===== config.mk =====
export PLATFORM = sky130hd
export DESIGN_NAME = toll_lane_scheduler
export DESIGN_NICKNAME = d
export VERILOG_FILES = /design/src/rtl/toll_pkg.sv /design/src/rtl/toll_lane_booth.sv /design/src/rtl/toll_lane_scheduler.sv
export SDC_FILE = /design/constraint.sdc
export NUM_CORES = 1
export LEC_CHECK = 0
export CORE_UTILIZATION = 35
export DETAILED_ROUTE_END_ITERATION = 7
export GPL_TIMING_DRIVEN = 0
export SLEW_MARGIN = 20
export SYNTH_ARGS = -nofsm -noshare
export SYNTH_HDL_FRONTEND = slang
export SYNTH_SLANG_ARGS = --single-unit

===== constraint.sdc =====
create_clock -name clk -period 5.7 [get_ports clk]
set_input_delay 1.14 -clock clk [delete_from_list [all_inputs] [get_ports clk]]
set_output_delay 1.14 -clock clk [all_outputs]
set_load 0.02 [all_outputs]

===== src/rtl/toll_pkg.sv =====
// rtl/toll_pkg.sv - shared lane constants and booth state type for the toll lane scheduler
package toll_pkg;

  localparam int CW        = 3;
  localparam int NUM_LANES = 6;

  localparam logic [CW-1:0] CNT_MAX = 3'd7;

  localparam logic [2:0] PRI_LO  = 3'd1;
  localparam logic [2:0] PRI_HI  = 3'd2;
  localparam logic [2:0] CASH_LO = 3'd3;
  localparam logic [2:0] CASH_HI = 3'd4;
  localparam logic [2:0] ELEC_LO = 3'd5;
  localparam logic [2:0] ELEC_HI = 3'd6;

  typedef enum logic {
    IDLE  = 1'b0,
    SERVE = 1'b1
  } booth_state_t;

endpackage


===== src/rtl/toll_lane_booth.sv =====
// rtl/toll_lane_booth.sv - one lane's occupancy count, service timer and departure pulse
module toll_lane_booth
  import toll_pkg::*;
#(
  parameter int SVC = 1,
  parameter int TW  = 3
) (
  input  logic          clk,
  input  logic          reset,
  input  logic          enable,
  input  logic          inc,
  output logic [CW-1:0] count,
  output logic          dep_valid
);

  // SVC-1 remaining edges after entering SERVE, plus the departure edge itself,
  // gives exactly SVC edges per vehicle.
  localparam logic [TW-1:0] RELOAD = TW'(SVC - 1);

  booth_state_t  state, state_n;
  logic [TW-1:0] timer, timer_n;
  logic [CW-1:0] count_n;
  logic          dep_n;
  logic          depart;

  // State register: reset drops any queued vehicles without a departure pulse.
  always_ff @(posedge clk) begin
    if (reset) begin
      state     <= IDLE;
      timer     <= '0;
      count     <= '0;
      dep_valid <= 1'b0;
    end else begin
      state     <= state_n;
      timer     <= timer_n;
      count     <= count_n;
      dep_valid <= dep_n;
    end
  end

  // Next-state logic: everything freezes while enable is low.
  always_comb begin
    state_n = state;
    timer_n = timer;
    count_n = count;
    dep_n   = 1'b0;
    depart  = 1'b0;
    if (enable) begin
      depart  = (state == SERVE) && (timer == '0);
      // Arrival and departure on the same edge cancel in the count.
      count_n = count + CW'(inc) - CW'(depart);
      case (state)
        IDLE: begin
          if (count != '0) begin
            state_n = SERVE;
            timer_n = RELOAD;
          end
        end
        SERVE: begin
          if (timer != '0) begin
            timer_n = timer - TW'(1);
          end else begin
            dep_n = 1'b1;
            if (count_n != '0) begin
              timer_n = RELOAD;
            end else begin
              state_n = IDLE;
            end
          end
        end
        default: begin
          state_n = IDLE;
        end
      endcase
    end
  end

endmodule


===== src/rtl/toll_lane_scheduler.sv =====
// rtl/toll_lane_scheduler.sv - assigns arriving vehicles to the least-occupied lane of their class
module toll_lane_scheduler
  import toll_pkg::*;
#(
  parameter int SVC_PRI  = 1,
  parameter int SVC_CASH = 4,
  parameter int SVC_ELEC = 2,
  parameter int TW       = 3
) (
  input  logic        clk,
  input  logic        reset,
  input  logic        enable,
  input  logic        arr_valid,
  output logic        arr_ready,
  input  logic        arr_priority,
  input  logic        arr_cash,
  output logic        assign_valid,
  output logic [2:0]  assign_lane,
  output logic [17:0] lane_count,
  output logic [5:0]  dep_valid,
  output logic        busy
);

  logic [CW-1:0]        cnt [NUM_LANES];
  logic [2:0]           grp_lo, grp_hi;
  logic [2:0]           idx_lo, idx_hi;
  logic [CW-1:0]        cnt_lo, cnt_hi;
  logic                 pick_hi;
  logic [2:0]           sel_lane, sel_idx;
  logic                 accept;
  logic [NUM_LANES-1:0] inc;

  // Class decode: priority wins over cash; everything else is electronic.
  always_comb begin
    grp_lo = ELEC_LO;
    grp_hi = ELEC_HI;
    if (arr_priority) begin
      grp_lo = PRI_LO;
      grp_hi = PRI_HI;
    end else if (arr_cash) begin
      grp_lo = CASH_LO;
      grp_hi = CASH_HI;
    end
  end

  assign idx_lo = grp_lo - 3'd1;
  assign idx_hi = grp_hi - 3'd1;
  assign cnt_lo = cnt[idx_lo];
  assign cnt_hi = cnt[idx_hi];

  // Strictly-less picks the upper lane, so ties go low; since CNT_MAX is the
  // largest count, a full lane is never chosen while its partner has room.
  assign pick_hi   = cnt_hi < cnt_lo;
  assign sel_lane  = pick_hi ? grp_hi : grp_lo;
  assign sel_idx   = sel_lane - 3'd1;
  assign arr_ready = enable && ((cnt_lo != CNT_MAX) || (cnt_hi != CNT_MAX));
  assign accept    = arr_valid && arr_ready;

  // One-hot increment toward the selected booth.
  always_comb begin
    inc = '0;
    for (int i = 0; i < NUM_LANES; i++) begin
      inc[i] = accept && (sel_idx == 3'(i));
    end
  end

  // Assignment report: one-cycle valid pulse, lane number held between accepts.
  always_ff @(posedge clk) begin
    if (reset) begin
      assign_valid <= 1'b0;
      assign_lane  <= 3'd0;
    end else begin
      assign_valid <= accept;
      if (accept) begin
        assign_lane <= sel_lane;
      end
    end
  end

  for (genvar g = 0; g < NUM_LANES; g++) begin : g_lane
    localparam int SVC = (g < 2) ? SVC_PRI : ((g < 4) ? SVC_CASH : SVC_ELEC);

    toll_lane_booth #(
      .SVC (SVC),
      .TW  (TW)
    ) u_booth (
      .clk       (clk),
      .reset     (reset),
      .enable    (enable),
      .inc       (inc[g]),
      .count     (cnt[g]),
      .dep_valid (dep_valid[g])
    );

    assign lane_count[CW*g +: CW] = cnt[g];
  end

  assign busy = |lane_count;

endmodule


Word-level counts from Yosys, hierarchy flattened
Cells that the tools add are included.
{"block": "word_totals", "register_bits": 52, "input_bits": 6, "out_inout_bits": 30, "word_cells": 196}
{"block": "classes", "add_sub_neg": 21, "n_lt_le_gt_ge": 3, "eq_ne": 19, "muxes": 65, "bitwise_logic": 9, "reduce_logical": 53}
{"operator": "2-to-1 mux 3 bit", "n": 26}
{"operator": "nonzero test 3 bit", "n": 18}
{"operator": "one-hot mux 3 bit (2 select lines)", "n": 6}
{"operator": "subtractor 3 x 1 -> 3 bit (second input constant)", "n": 9}
{"operator": "2-to-1 mux 1 bit", "n": 24}
{"operator": "!= test 3 bit (second input constant)", "n": 8}
{"operator": "logical NOT 3 bit", "n": 7}
{"operator": "adder 3 x 1 -> 3 bit", "n": 6}
{"operator": "binary-select mux 3 bit (select 3 bit)", "n": 2}
{"operator": "AND reduction 3 bit", "n": 6}
{"operator": "OR reduction 18 bit", "n": 1}
{"operator": "OR reduction 3 bit", "n": 6}
{"operator": "subtractor 3 x 1 -> 3 bit", "n": 6}
{"operator": "logical AND 1 bit", "n": 14}
{"operator": "!= test 2 x 1 -> 1 bit (second input constant)", "n": 6}
{"operator": "one-hot mux 1 bit (2 select lines)", "n": 6}
{"operator": "greater-or-equal comparator 4 bit (second input constant)", "n": 2}
{"operator": "NOT 3 -> 4 bit", "n": 2}
{"operator": "NOT 1 bit", "n": 7}
{"operator": "equality test 3 x 2 -> 1 bit (second input constant)", "n": 2}
{"operator": "equality test 3 bit (second input constant)", "n": 2}
{"operator": "equality test 3 x 1 -> 1 bit (second input constant)", "n": 1}
{"operator": "less-than comparator 3 bit", "n": 1}
{"operator": "2-to-1 mux 2 bit", "n": 1}
{"operator": "logical OR 1 bit", "n": 1}

Logic depth before layout (Yosys ltp)
Gate-level depths: netlist of run 1.
{"block": "depth", "depth_word": 18, "mapped_depth": 19, "ltp_nobuf": 17}

Cells and area by module
A second synthesis of run 1 with hierarchy kept.
{"block": "unflattened", "hier_cells": 338, "hier_area_um2": 3233.1}
{"module": "toll_lane_booth at g_lane[4].u_booth ...", "n_inst": 2, "cells_per_inst": 43, "area_each_um2": 441.7, "seq_area_each_um2": 160.2}
{"module": "toll_lane_booth at g_lane[0].u_booth ...", "n_inst": 2, "cells_per_inst": 45, "area_each_um2": 417.9, "seq_area_each_um2": 160.2}
{"module": "toll_lane_scheduler", "n_inst": 1, "cells_per_inst": 66, "area_each_um2": 585.6, "seq_area_each_um2": 80.1}
{"module": "toll_lane_booth at g_lane[3].u_booth", "n_inst": 1, "cells_per_inst": 51, "area_each_um2": 471.7, "seq_area_each_um2": 160.2}
{"module": "toll_lane_booth at g_lane[2].u_booth", "n_inst": 1, "cells_per_inst": 45, "area_each_um2": 456.7, "seq_area_each_um2": 160.2}

Worst setup path after synthesis of run 1
Ideal clock, no wire load.
{"block": "synth_path", "path_kind": "input port to flip-flop", "from": "input port arr_cash", "to": "register g_lane[2].u_booth.timer[2]", "setup_time_ps": 134, "arrival_ps": 4361, "required_time_ps": 5566, "setup_slack_ps": 1205, "stages": 17, "n_path_buf": 1, "path_cell_list": "buf_6 -> mux2_2 -> mux2i_4 -> ha_1 -> nand2_1 -> a21oi_1 -> or2_2 -> nand3_1 -> ha_1 -> inv_1 -> ha_1 -> fa_1 -> or2_2 -> o311ai_4 -> nor4b_1 -> o21ai_0 -> a21oi_1"}
{"block": "synth_via", "elab_chain_cells": 17, "word_cells_on_any_way": 29, "classes_between": "add/sub (5); order compare (1); eq/ne (4); mux (11); bitwise (2); reduce/logical (6)"}
{"element": "start: declaration", "line": "toll_lane_scheduler.sv:16", "source": "input logic arr_cash,"}
{"element": "2-to-1 mux 2 bit / 2-to-1 mux 3 bit (equally long branches)", "line": "toll_lane_scheduler.sv:40", "source": "end else if (arr_cash) begin"}
{"element": "2-to-1 mux 3 bit", "line": "toll_lane_scheduler.sv:37", "source": "if (arr_priority) begin"}
{"element": "subtractor 3 x 1 -> 3 bit (on tied branches)", "line": "toll_lane_scheduler.sv:47, toll_lane_scheduler.sv:46"}
{"element": "NOT 3 -> 4 bit (on tied branches)", "line": "toll_lane_scheduler.sv:49, toll_lane_scheduler.sv:48"}
{"element": "binary-select mux 3 bit (select 3 bit) (on tied branches)", "line": "toll_lane_scheduler.sv:49, toll_lane_scheduler.sv:48"}
{"element": "2-to-1 mux 3 bit (on tied branches) (2 in a row)", "line": "toll_lane_scheduler.sv:49, toll_lane_scheduler.sv:48"}
{"element": "less-than comparator 3 bit / != test 3 bit (equally long branches)", "line": "toll_lane_scheduler.sv:53, toll_lane_scheduler.sv:56"}
{"element": "2-to-1 mux 3 bit / logical OR 1 bit (equally long branches)", "line": "toll_lane_scheduler.sv:54, toll_lane_scheduler.sv:56"}
{"element": "subtractor 3 x 1 -> 3 bit / logical AND 1 bit (equally long branches)", "line": "toll_lane_scheduler.sv:55, toll_lane_scheduler.sv:56"}
{"element": "equality test 3 x 2 -> 1 bit / logical AND 1 bit (equally long branches)", "line": "toll_lane_scheduler.sv:63, toll_lane_scheduler.sv:57"}
{"element": "logical AND 1 bit (*)", "line": "toll_lane_scheduler.sv:63", "source": "inc[i] = accept && (sel_idx == 3'(i));"}
{"element": "adder 3 x 1 -> 3 bit (*)", "line": "toll_lane_booth.sv:51", "source": "count_n = count + CW'(inc) - CW'(depart);"}
{"element": "subtractor 3 x 1 -> 3 bit (*)", "line": "toll_lane_booth.sv:51"}
{"element": "nonzero test 3 bit (*)", "line": "toll_lane_booth.sv:64", "source": "if (count_n != '0) begin"}
{"element": "!= test 3 bit (no source line) (*)"}
{"element": "AND reduction 3 bit (no source line) (*)"}
{"element": "end signal: assignment", "line": "toll_lane_booth.sv:35", "source": "timer <= timer_n;"}
{"element": "end: declaration", "line": "toll_lane_booth.sv:21", "source": "logic [TW-1:0] timer, timer_n;"}
Mark *: on every way between the ends. The rest lies on a longest branch, timed or not. The select of a mux whose other input is x is not followed.
A chain may end at the register's enable or synchronous reset.

Final worst setup path of run 1
Same ends and word-level chain as after synthesis.

==> reports/qor.yml, run 1 <==
cts_tree: "done"
hold_path_class: "reg -> reg"
critPathLaunchType: "primary input"
period_needed_ns: 4.573
grt_max_degree: 15
nets: 442
cts_hold_buf: 0
path_clk_slew_ns: 0.09
synthAdderAreaFrac_pct: 14.91
synth_edf_count: 0
worstSetupPathType: "in -> reg"
detail_route.wl_per_cell_microns: 14.65
crit_arrival_ns: 4.74
muxShareOfSynthArea_pct: 8.733
place.gp.congestion: 0.8213
ctsRootBufferMaster: "clkbuf_8"
finalHoldViolCount: 0
drtIter0Drc: 112
rows: 34
num_vias: 2626
switching_power_uw: 444.4
route.detailed.drc: 1
cap_violations: 0
hp-start: "g_lane[5].u_booth.timer[1]"
status: "finished with violations"
fin_crit_sh_pct: 80.22
power_frac_comb_pct: 42.6
drtPass1Iterations: 8
async_flop_share_pct: 0
end_kind: "flop"
setup_viol: 0
grt_use_total_pct: 16.57
grt_pass1_wl_mm: 12.63
crit_fanout: 10
slew_headroom_pct: 50.25
postSynthCellCount: 362
die_w_microns: 98.19
clock_latency_ns: 0.30
synth-xor-area-share_pct: 3.439
final_cell_mix: "52 x dfxtp_1, 48 x nor2_1, 40 x inv_1"
synth_top_flop_cell: "dfxtp_1"
rsz0062_at_grt: "false"
grt_pass1_vias: 2545
netlist_area_sq_mm: 0.003238
ys_seq_area_share_pct: 32.15
fillers: 890
p_clk_share_pct: 18.5
core_sq_mm: 0.008848
finalSetupTns_ns: 0
p_int_uw: 728.9
whs_path_depth: 2
antenna_found_initial: 0
violations: "design-rule violations"
die_y_microns: 98.19
power.total_mw: 1.173
sw_frac_of_total_pct: 37.88
hold-path-endpoint: "g_lane[5].u_booth.timer[1]"
synth_compound_area_share_pct: 14.53
ys_warn_count: 0
seq_power_share_pct: 38.9
final_common_cell: "dfxtp_1"
ant_nets: 0
start_util_pct: 36.60
detail_route.vias_per_cell: 5.149
n_antenna_cell: 0
ys_ff_latch: 52
pin_count: 36
syn_to_final_growth_pct: 16.85
htreeDepth: 2
dieArea_sq_mm: 0.009640
syn_avg_cell_area_sq_um: 8.945
slew_violations: 0
r2r_slack_ns: 1.68
synthesis.nets: 403
synth_top_family_by_area: "simple AND/OR/NAND/NOR gates"
dp_hpwl_mm: 5.589
p_leak_nw: 1.612
ys_types: 60
post-cts-setup-buffers: 0
cts_max_path_buffers: 2
r2r_cells: 17
required_ns: 5.87
postCtsResizedCells: 0
rr_startpoint: "g_lane[4].u_booth.count[1]"
tightest_slew_ns: 0.7462
skew_ns: 0.006221
drive_above_1_share_pct: 8.209
grt-ovfl-total: 0
synthSimpleGateAreaFrac_pct: 17.77
numPortBuffers: 32
routed_wl_mm: 7.472
power-per-cell-area_mw_per_mm2: 310.1
clkSinkCount: 52
clock.fmax_mhz: 218.7
numCtsBuffers: 5
vdd_drop_max_mv: 0.1070
reg2reg_to: "g_lane[2].u_booth.timer[2]"
## power by group through the flow
stage,sequential (mW),clock (mW),combinational [mW]
6_report,0.457,0.217,0.500
5_1_grt,0.464,0.245,0.553
4_1_cts,0.456,0.228,0.502
3_5_place_dp,0.464,0,0.498
3_3_place_gp,0.464,0,0.487
2_1_floorplan,0.476,0,0.338
## final cells by class
cell class	count	area [sq um]	area share (%)
tap	108	135.1	3.571
inverter	41	153.9	4.067
buffer	20	120.1	3.175
sequential	52	1041	27.51
multi-input combinational	249	1923	50.83
clock buffer	8	90.09	2.381
timing repair buffer	32	320.3	8.466
## registers in the layout, summed over array words and instances, names as in the netlist
| register | cells |
|---|---|
| g_lane.u_booth.count | 18 |
| g_lane.u_booth.dep_valid | 6 |
| assign_lane | 3 |
| assign_valid | 1 |
| g_lane.u_booth.timer | 18 |
| g_lane.u_booth.state | 6 |
## kinds of logic after synthesis
family,Yosys count
mux,25
compound gates,63
buf+inv,61
simple gates,118
flops,52
fa+ha+maj,35
xor+xnor,8
## critical path, stage by stage
cell and delay [ns]:
buf_6 0.13, mux2_2 0.37, mux2i_4 0.20, ha_1 0.29, nand2_1 0.11, a21oi_1 0.07
or2_2 0.35, nand3_1 0.11, ha_1 0.24, inv_1 0.06, ha_1 0.15, fa_1 0.43
or2_2 0.33, o311ai_4 0.39, nor4b_1 0.10, o21ai_0 0.19, a21oi_1 0.08
## layer usage
layer / routed length [microns] / track usage [%] / share of wire [%] / vias up
met1: 3723 / 23.40 / 50 / 1242
met2: 3337 / 25.62 / 45 / 55
met3: 281 / 2.434 / 3.8 / 10
met4: 129 / 6.085 / 1.7 / 0
met5: 0 / 0 / 0 / -
li1: - / - / - / 1319
## metrics by stage
step	instance area [sq um]	setup slack [ns]	hold slack (ns)	std cells	utilization, %
floorplan	3238	1.205	0.4363	362	-
global placement	3694	0.8794	0.4482	502	41.74
detailed placement	3694	0.8450	0.4491	502	41.74
CTS	3784	1.166	0.4624	510	42.76
global route	3784	0.9320	0.4946	510	42.76
finish	3784	1.127	0.4630	510	42.76
## Yosys cell counts (2+ instances only)
master	count	share of area, %
buf_4	7	1.6
nor2_1	48	5.6
a31oi_1	3	0.58
fa_1	6	3.7
o31ai_1	2	0.46
inv_1	40	4.6
mux2i_4	2	1.4
ha_1	29	11
and2_1	7	1.4
nor2b_1	2	0.39
buf_6	2	0.70
a211oi_1	4	0.93
clkbuf_1	5	0.58
buf_1	3	0.35
nor4b_1	2	0.54
o21ai_0	10	1.5
xnor3_1	3	2.1
buf_2	3	0.46
or2_2	2	0.39
o41ai_1	4	1.1
a32oi_1	2	0.54
nand4_1	4	0.77
and3_1	5	0.97
nor3_1	8	1.2
a21oi_1	15	2.3
xnor2_1	2	0.54
a21oi_2	2	0.54
a22oi_1	3	0.70
nand2_1	24	2.8
nand3_1	9	1.4
mux2i_1	20	6.2
xor2_1	3	0.81
o21a_1	3	0.70
dfxtp_1	52	32
## worst max-delay path by stage
stage	slack, ns	cells after the start	from	end
2_1_floorplan	1.20	17	arr_cash	g_lane[2].u_booth.timer[2]
3_3_place_gp	0.88	16	arr_cash	g_lane[2].u_booth.timer[2]
3_5_place_dp	0.84	17	arr_cash	g_lane[2].u_booth.timer[2]
4_1_cts	1.17	17	arr_cash	g_lane[2].u_booth.timer[2]
5_1_grt	0.93	16	arr_cash	g_lane[2].u_booth.timer[2]
6_report	1.13	17	arr_cash	g_lane[2].u_booth.timer[2]
No activity file was read; power rests on OpenSTA's default activity.
==> run 2: changes to the inputs <==
==> constraint.sdc (replaced) <==
create_clock -name clk -period 4.55 [get_ports clk]
set_input_delay 0.91 -clock clk [delete_from_list [all_inputs] [get_ports clk]]
set_output_delay 0.91 -clock clk [all_outputs]
set_load 0.02 [all_outputs]
==> results of run 2 <==
Same layout as run 1 (identical final DEF). Status: finished with violations: design-rule violations.
Main changes from that run: setup slack after placement 0.8450 ns -> -0.07502 ns; setup slack after layout 1.127 ns -> 0.2075 ns; register-to-register setup slack 1.68 ns -> 0.53 ns; total power 1.173 mW -> 1.470 mW; worst IR drop on VDD 0.1070 mV -> 0.1341 mV
